**config.mk**
```make
export PLATFORM = sky130hd
export DESIGN_NAME = score_digit_formatter
export DESIGN_NICKNAME = d
export VERILOG_FILES = /design/src/rtl/score_digit_formatter.sv
export SDC_FILE = /design/constraint.sdc
export NUM_CORES = 1
export LEC_CHECK = 0
export BUFFER_PORTS_ARGS = -buffer_cell sky130_fd_sc_hd__buf_4
export CORE_MARGIN = 4
export CORE_UTILIZATION = 40
export CTS_BUF_LIST = sky130_fd_sc_hd__clkbuf_8
export CTS_CLUSTER_DIAMETER = 50
export DETAILED_ROUTE_END_ITERATION = 7
export PLACE_DENSITY = 0.71
export SYNTH_ARGS = -nofsm -noshare
export SYNTH_HDL_FRONTEND = slang
export SYNTH_SLANG_ARGS = --single-unit
```
**constraint.sdc**
```tcl
create_clock -name clk -period 3.6 [get_ports clk]
set_input_delay 0.36 -clock clk [delete_from_list [all_inputs] [get_ports clk]]
set_output_delay 0.36 -clock clk [all_outputs]
set_load 0.01 [all_outputs]
```
**src/rtl/score_digit_formatter.sv**
```systemverilog
// Builds the eight digit codes for seg_display: a sequential double-dabble score
// conversion with leading-zero blanking, plus the registered note/octave/mode digits.
module score_digit_formatter #(
  parameter int unsigned SCORE_W   = 14,
  parameter int unsigned SCORE_MAX = 9999,
  parameter logic [3:0]  BLANK     = 4'hF
) (
  input  logic         clk,
  input  logic         rst_n,
  input  logic         load,
  input  logic [13:0]  score,
  input  logic [3:0]   note,
  input  logic [1:0]   octave,
  input  logic [3:0]   mode,
  output logic [3:0]   p0,
  output logic [3:0]   p1,
  output logic [3:0]   p2,
  output logic [3:0]   p3,
  output logic [3:0]   p4,
  output logic [3:0]   p5,
  output logic [3:0]   p6,
  output logic [3:0]   p7,
  output logic         busy,
  output logic         done
);

  localparam int unsigned CNT_W = $clog2(SCORE_W + 1);
  localparam int unsigned BCD_W = 16;

  typedef enum logic [1:0] {IDLE, SHIFT, FINISH} state_t;

  state_t             state, state_n;
  logic [CNT_W-1:0]   cnt, cnt_n;
  logic [SCORE_W-1:0] sh, sh_n;
  logic [BCD_W-1:0]   bcd, bcd_n, bcd_adj;
  logic               pend, pend_n;
  logic [SCORE_W-1:0] pval, pval_n;
  logic [BCD_W-1:0]   disp, disp_n, disp_blank;
  logic               done_n, busy_n;
  logic [SCORE_W-1:0] sat_score;
  logic [BCD_W+SCORE_W-1:0] shifted;

  assign sat_score = (score > SCORE_W'(SCORE_MAX)) ? SCORE_W'(SCORE_MAX) : score;

  // Per-nibble add-3 correction; nibbles stay <= 9 so the result never exceeds 12 (no carry out).
  always_comb begin
    bcd_adj = bcd;
    for (int i = 0; i < 4; i++) begin
      if (bcd[4*i +: 4] >= 4'd5) bcd_adj[4*i +: 4] = bcd[4*i +: 4] + 4'd3;
    end
  end

  assign shifted = {bcd_adj[BCD_W-2:0], sh, 1'b0};

  // Leading zeros among thousands/hundreds/tens are blanked; ones always shown.
  always_comb begin
    disp_blank = bcd;
    if (bcd[15:12] == 4'd0) begin
      disp_blank[15:12] = BLANK;
      if (bcd[11:8] == 4'd0) begin
        disp_blank[11:8] = BLANK;
        if (bcd[7:4] == 4'd0) disp_blank[7:4] = BLANK;
      end
    end
  end

  always_comb begin
    state_n = state;
    cnt_n   = cnt;
    sh_n    = sh;
    bcd_n   = bcd;
    pend_n  = pend;
    pval_n  = pval;
    disp_n  = disp;
    done_n  = 1'b0;
    case (state)
      IDLE: begin
        if (load) begin
          sh_n    = sat_score;
          bcd_n   = '0;
          cnt_n   = CNT_W'(SCORE_W);
          state_n = SHIFT;
        end
      end
      SHIFT: begin
        bcd_n = shifted[BCD_W+SCORE_W-1:SCORE_W];
        sh_n  = shifted[SCORE_W-1:0];
        cnt_n = cnt - CNT_W'(1);
        if (cnt == CNT_W'(1)) state_n = FINISH;
      end
      FINISH: begin
        disp_n = disp_blank;
        done_n = 1'b1;
        if (pend) begin
          sh_n    = pval;
          bcd_n   = '0;
          cnt_n   = CNT_W'(SCORE_W);
          pend_n  = 1'b0;
          state_n = SHIFT;
        end else begin
          state_n = IDLE;
        end
      end
      default: state_n = IDLE;
    endcase
    // A load outside IDLE (including FINISH) overwrites the single pending slot.
    if (load && state != IDLE) begin
      pend_n = 1'b1;
      pval_n = sat_score;
    end
    busy_n = (state_n != IDLE);
  end

  always_ff @(posedge clk or negedge rst_n) begin
    if (!rst_n) begin
      state <= IDLE;
      cnt   <= '0;
      sh    <= '0;
      bcd   <= '0;
      pend  <= 1'b0;
      pval  <= '0;
      disp  <= {4{BLANK}};
      done  <= 1'b0;
      busy  <= 1'b0;
    end else begin
      state <= state_n;
      cnt   <= cnt_n;
      sh    <= sh_n;
      bcd   <= bcd_n;
      pend  <= pend_n;
      pval  <= pval_n;
      disp  <= disp_n;
      done  <= done_n;
      busy  <= busy_n;
    end
  end

  // Status digits follow their inputs with one cycle of latency, regardless of the FSM.
  always_ff @(posedge clk or negedge rst_n) begin
    if (!rst_n) begin
      p0 <= BLANK;
      p1 <= BLANK;
      p2 <= BLANK;
      p3 <= BLANK;
    end else begin
      p0 <= note;
      p1 <= {2'b00, octave};
      p2 <= BLANK;
      p3 <= mode;
    end
  end

  assign p4 = disp[15:12];
  assign p5 = disp[11:8];
  assign p6 = disp[7:4];
  assign p7 = disp[3:0];

endmodule
```
==> summary.txt <==
Placed design
  • DP Worst Slack: 1.241 ns
  • Placed Cells: 521
  • Port Buffer Count: 56
  • Placer Congestion: 0.7918
  • Dpl hpwl: 5242 um

STA
  • Worst Setup Slack, final: 1.242 ns
  • Unrepaired setup endpoints after global routing: false
  • Fmax: 0.4241 GHz
  • Final Cycle Share: 65.50%
  • Final setup viols: 0
  • Fin. Hold Viols: 0
  • Slew Limit Fails: 0
  • Worst Skew: 0.01249 ns
  • Max_slew headroom: 34.94%
  • Crit path time final: 2.358 ns
  • Worst-margin pin slew: 0.9759 ns
  • Post-route setup TNS: 0 ns

Run
  • Max_cap viols: 0

Critical path
  • Crit Path Category: flip-flop to flip-flop
  • Crit path launch type: flip-flop
  • CP required: 3.83 ns
  • Crit path max fanout: 32
  • WP data arrival: 2.59 ns
  • CP endpoint kind: flip-flop
  • Reg2Reg Setup Slack: 1.24 ns

Floorplan
  • Rows: 35
  • Die X: 104.7 um
  • DIE AREA: 0.01097 sq mm
  • Core Box Area: 0.009153 sq mm
  • Num ports: 61
  • Starting density of the core: 40.89%
  • Die Ht: 104.7 um

Worst hold path
  • HP Class: primary input to flip-flop

Clock tree
  • Max clock buf depth: 2
  • CTS buffer count: 9
  • CTS tree: built
  • Post-CTS Setup Inserts: 0
  • CTS sink cnt: 80
  • Worst-Skew Late Latency: 0.35 ns
  • Post-CTS Resized: 0
  • Max H-tree Level: 3
  • # hold bufs at CTS: 0
  • Root Buffer: clkbuf_8
  • Clk pin slew, worst setup/hold paths: 0.08 ns

Global routing
  • Total Routing Usage GR: 14.51%
  • Largest net degree at the start of global routing: 81
  • Initial antenna violation count: 0
  • Vias in the first global route: 2758
  • Overflow after GRT: 0
  • Global-route wire length before repair: 13010 um

Cells and area
  • Nets: 462
  • FILL cells: 838
  • Area delta synth->final: 19.06%
  • Final Util: 48.68%
  • Diodes inserted: 0
  • Fin cells: 537
  • Layout cells sized above 1: 27.70%

Detailed routing
  • Wire per inst: 14.22 um
  • Pre-antenna DRT Iters: 4
  • Post-Route WL: 7637 um
  • Detailed-route via count: 2816
  • DRC: 0
  • Via density: 5.244
  • Antenna-violating nets left: 0
  • DRT iter0 DRCs: 137

Logic synthesis
  • Cell taking the most area after synthesis: dfrtp_1
  • Synthesized area per cell: 10.09 sq um
  • Synth unique cells: 43
  • Largest cells by area after synthesis: dfrtp_1 35%, dfstp_2 19%, nand2_1 5.1%, ha_1 4.7%, o21ai_0 4.7%
  • Cells after Synth: 371
  • Synth Flop Type: dfrtp_1
  • EDFF count, synth: 0
  • Yosys Warn Count: 0
  • Yosys reg bits: 80
  • Async S/R FF share, synth: 100.0%
  • Sequential cell area fraction in the yosys report: 54.40%
  • Post-Syn Area: 0.003742 sq mm
  • Share of the synthesized area in the top cell type: 35.44%

Power
  • Psw: 0.001094 W
  • Gate power share: 33.2%
  • Pwr Total: 0.003091 W
  • Cell Pwr Density: 693.7 mW/mm^2
  • Clk pwr share: 23.7%
  • Sw frac: 35.39%
  • Pint: 0.001997 W
  • P_leak: 1.998 nW
  • Maximum VDD drop: 0.3452 mV
  • Sequential Power Share: 43.1%

Outcome
  • Status: complete, no violations
[stage by stage]
step | hold slack, ns | area (sq um)
2_1_floorplan | 0.06441 | 3754
3_3_place_gp | 0.4560 | 4233
3_5_place_dp | 0.4633 | 4233
4_1_cts | 0.09472 | 4456
5_1_grt | 0.08883 | 4456
6_report | 0.1139 | 4456
[critical path: stages, from the launching register on]
cell and delay [ns]:
dfrtp_1 0.47, inv_1 0.10, ha_1 0.43, nor3_1 0.46, a211oi_4 0.06, buf_4 0.27, a31o_2 0.28, a22o_1 0.17
[worst paths after layout]
path | start | to | cells after the start
worst min-delay path | note[1] | p0[1]$_DFF_PN1_ | 1
worst max-delay path | state[0]$_DFF_PN0_ | bcd[15]$_DFFE_PN0P_ | 7
min in group asynchronous | rst_n | pval[8]$_DFFE_PN0P_ | 1
max in group asynchronous | rst_n | bcd[14]$_DFFE_PN0P_ | 1
worst min register to register | pval[2]$_DFFE_PN0P_ | pval[2]$_DFFE_PN0P_ | 2
worst max register to register | state[0]$_DFF_PN0_ | bcd[15]$_DFFE_PN0P_ | 7
[state kept, by name, indices dropped and copies added (netlist names)]
| signal | cells |
|---|---|
| pval | 14 |
| bcd | 16 |
| busy | 1 |
| disp | 16 |
| state | 2 |
| p3 | 4 |
| p0 | 4 |
| done | 1 |
| p1 | 3 |
| cnt | 4 |
| sh | 14 |
| pend | 1 |
[Yosys cell counts (3+ instances only)]
cell type   n
buf_4       5
nor3_1      5
buf_2       7
nand2b_1    8
dfrtp_1    53
o21ai_0    35
inv_1      15
mux2_2      8
xnor2_1     4
nand2_1    51
a22oi_1    11
nor2_1     28
a21oi_1    23
clkbuf_1   10
ha_1       14
o221a_1     3
nor3b_1     6
a22o_1      7
dfstp_2    27
o22a_1      4
o22ai_1     7
nand3_1     7
or2_2       3
a31oi_1     4
[power groups by stage]
stage / registers (W) / clock network (W) / logic (W)
floorplan: 0.00132 / 0 / 0.000742
global placement: 0.00134 / 0 / 0.00100
detailed placement: 0.00134 / 0 / 0.00104
CTS: 0.00133 / 0.000754 / 0.00104
global route: 0.00136 / 0.000794 / 0.00117
finish: 0.00133 / 0.000733 / 0.00103
[cells by family (layout without fill, tap and decap cells)]
logic type / count (synthesis) / in the layout / synth area share (%)
flops: 80 / 80 / 54.40
compound gates: 107 / 107 / 18.36
buf+inv: 39 / 91 / 4.647
simple gates: 116 / 116 / 14.14
xor+xnor: 5 / 5 / 1.170
other cells: 2 / 5 / 0.2007
fa+ha+maj: 14 / 14 / 4.681
mux: 8 / 8 / 2.407
[cell type report]
class | count | area (sq um) | share of cell area (%)
repair buffers | 60 | 450.4 | 10.11
multi-input cells | 255 | 1551 | 34.82
clock buffers | 10 | 137.6 | 3.089
flip-flops and latches | 80 | 2036 | 45.69
inverters | 15 | 56.30 | 1.264
clock inverters | 6 | 85.08 | 1.910
well taps | 111 | 138.9 | 3.117
[per-layer routing]
metal  GRT usage [%]  routed length (um)
met1           18.77                3458
met2           23.74                3728
met3           3.274                 332
met4           5.530                 118
met5               0                   0
[layout by cell type (no fill, tap or decap), types with 3 or more instances in the layout]
cell type | Yosys | layout
o22ai_1 | 7 | 7
dfstp_2 | 27 | 27
nand3_1 | 7 | 7
buf_4 | 5 | 60
o22a_1 | 4 | 4
ha_1 | 14 | 14
a22oi_1 | 11 | 11
conb_1 | 2 | 5
inv_1 | 15 | 16
a22o_1 | 7 | 7
mux2_2 | 8 | 8
nor2_1 | 28 | 28
o221a_1 | 3 | 3
a21oi_1 | 23 | 23
clkbuf_8 | 0 | 10
nor3_1 | 5 | 5
o21ai_0 | 35 | 35
nor3b_1 | 6 | 6
or2_2 | 3 | 3
nand2b_1 | 8 | 8
nand2_1 | 51 | 51
dfrtp_1 | 53 | 53
xnor2_1 | 4 | 4
a31oi_1 | 4 | 4
Power figures use the tool's default switching activity.
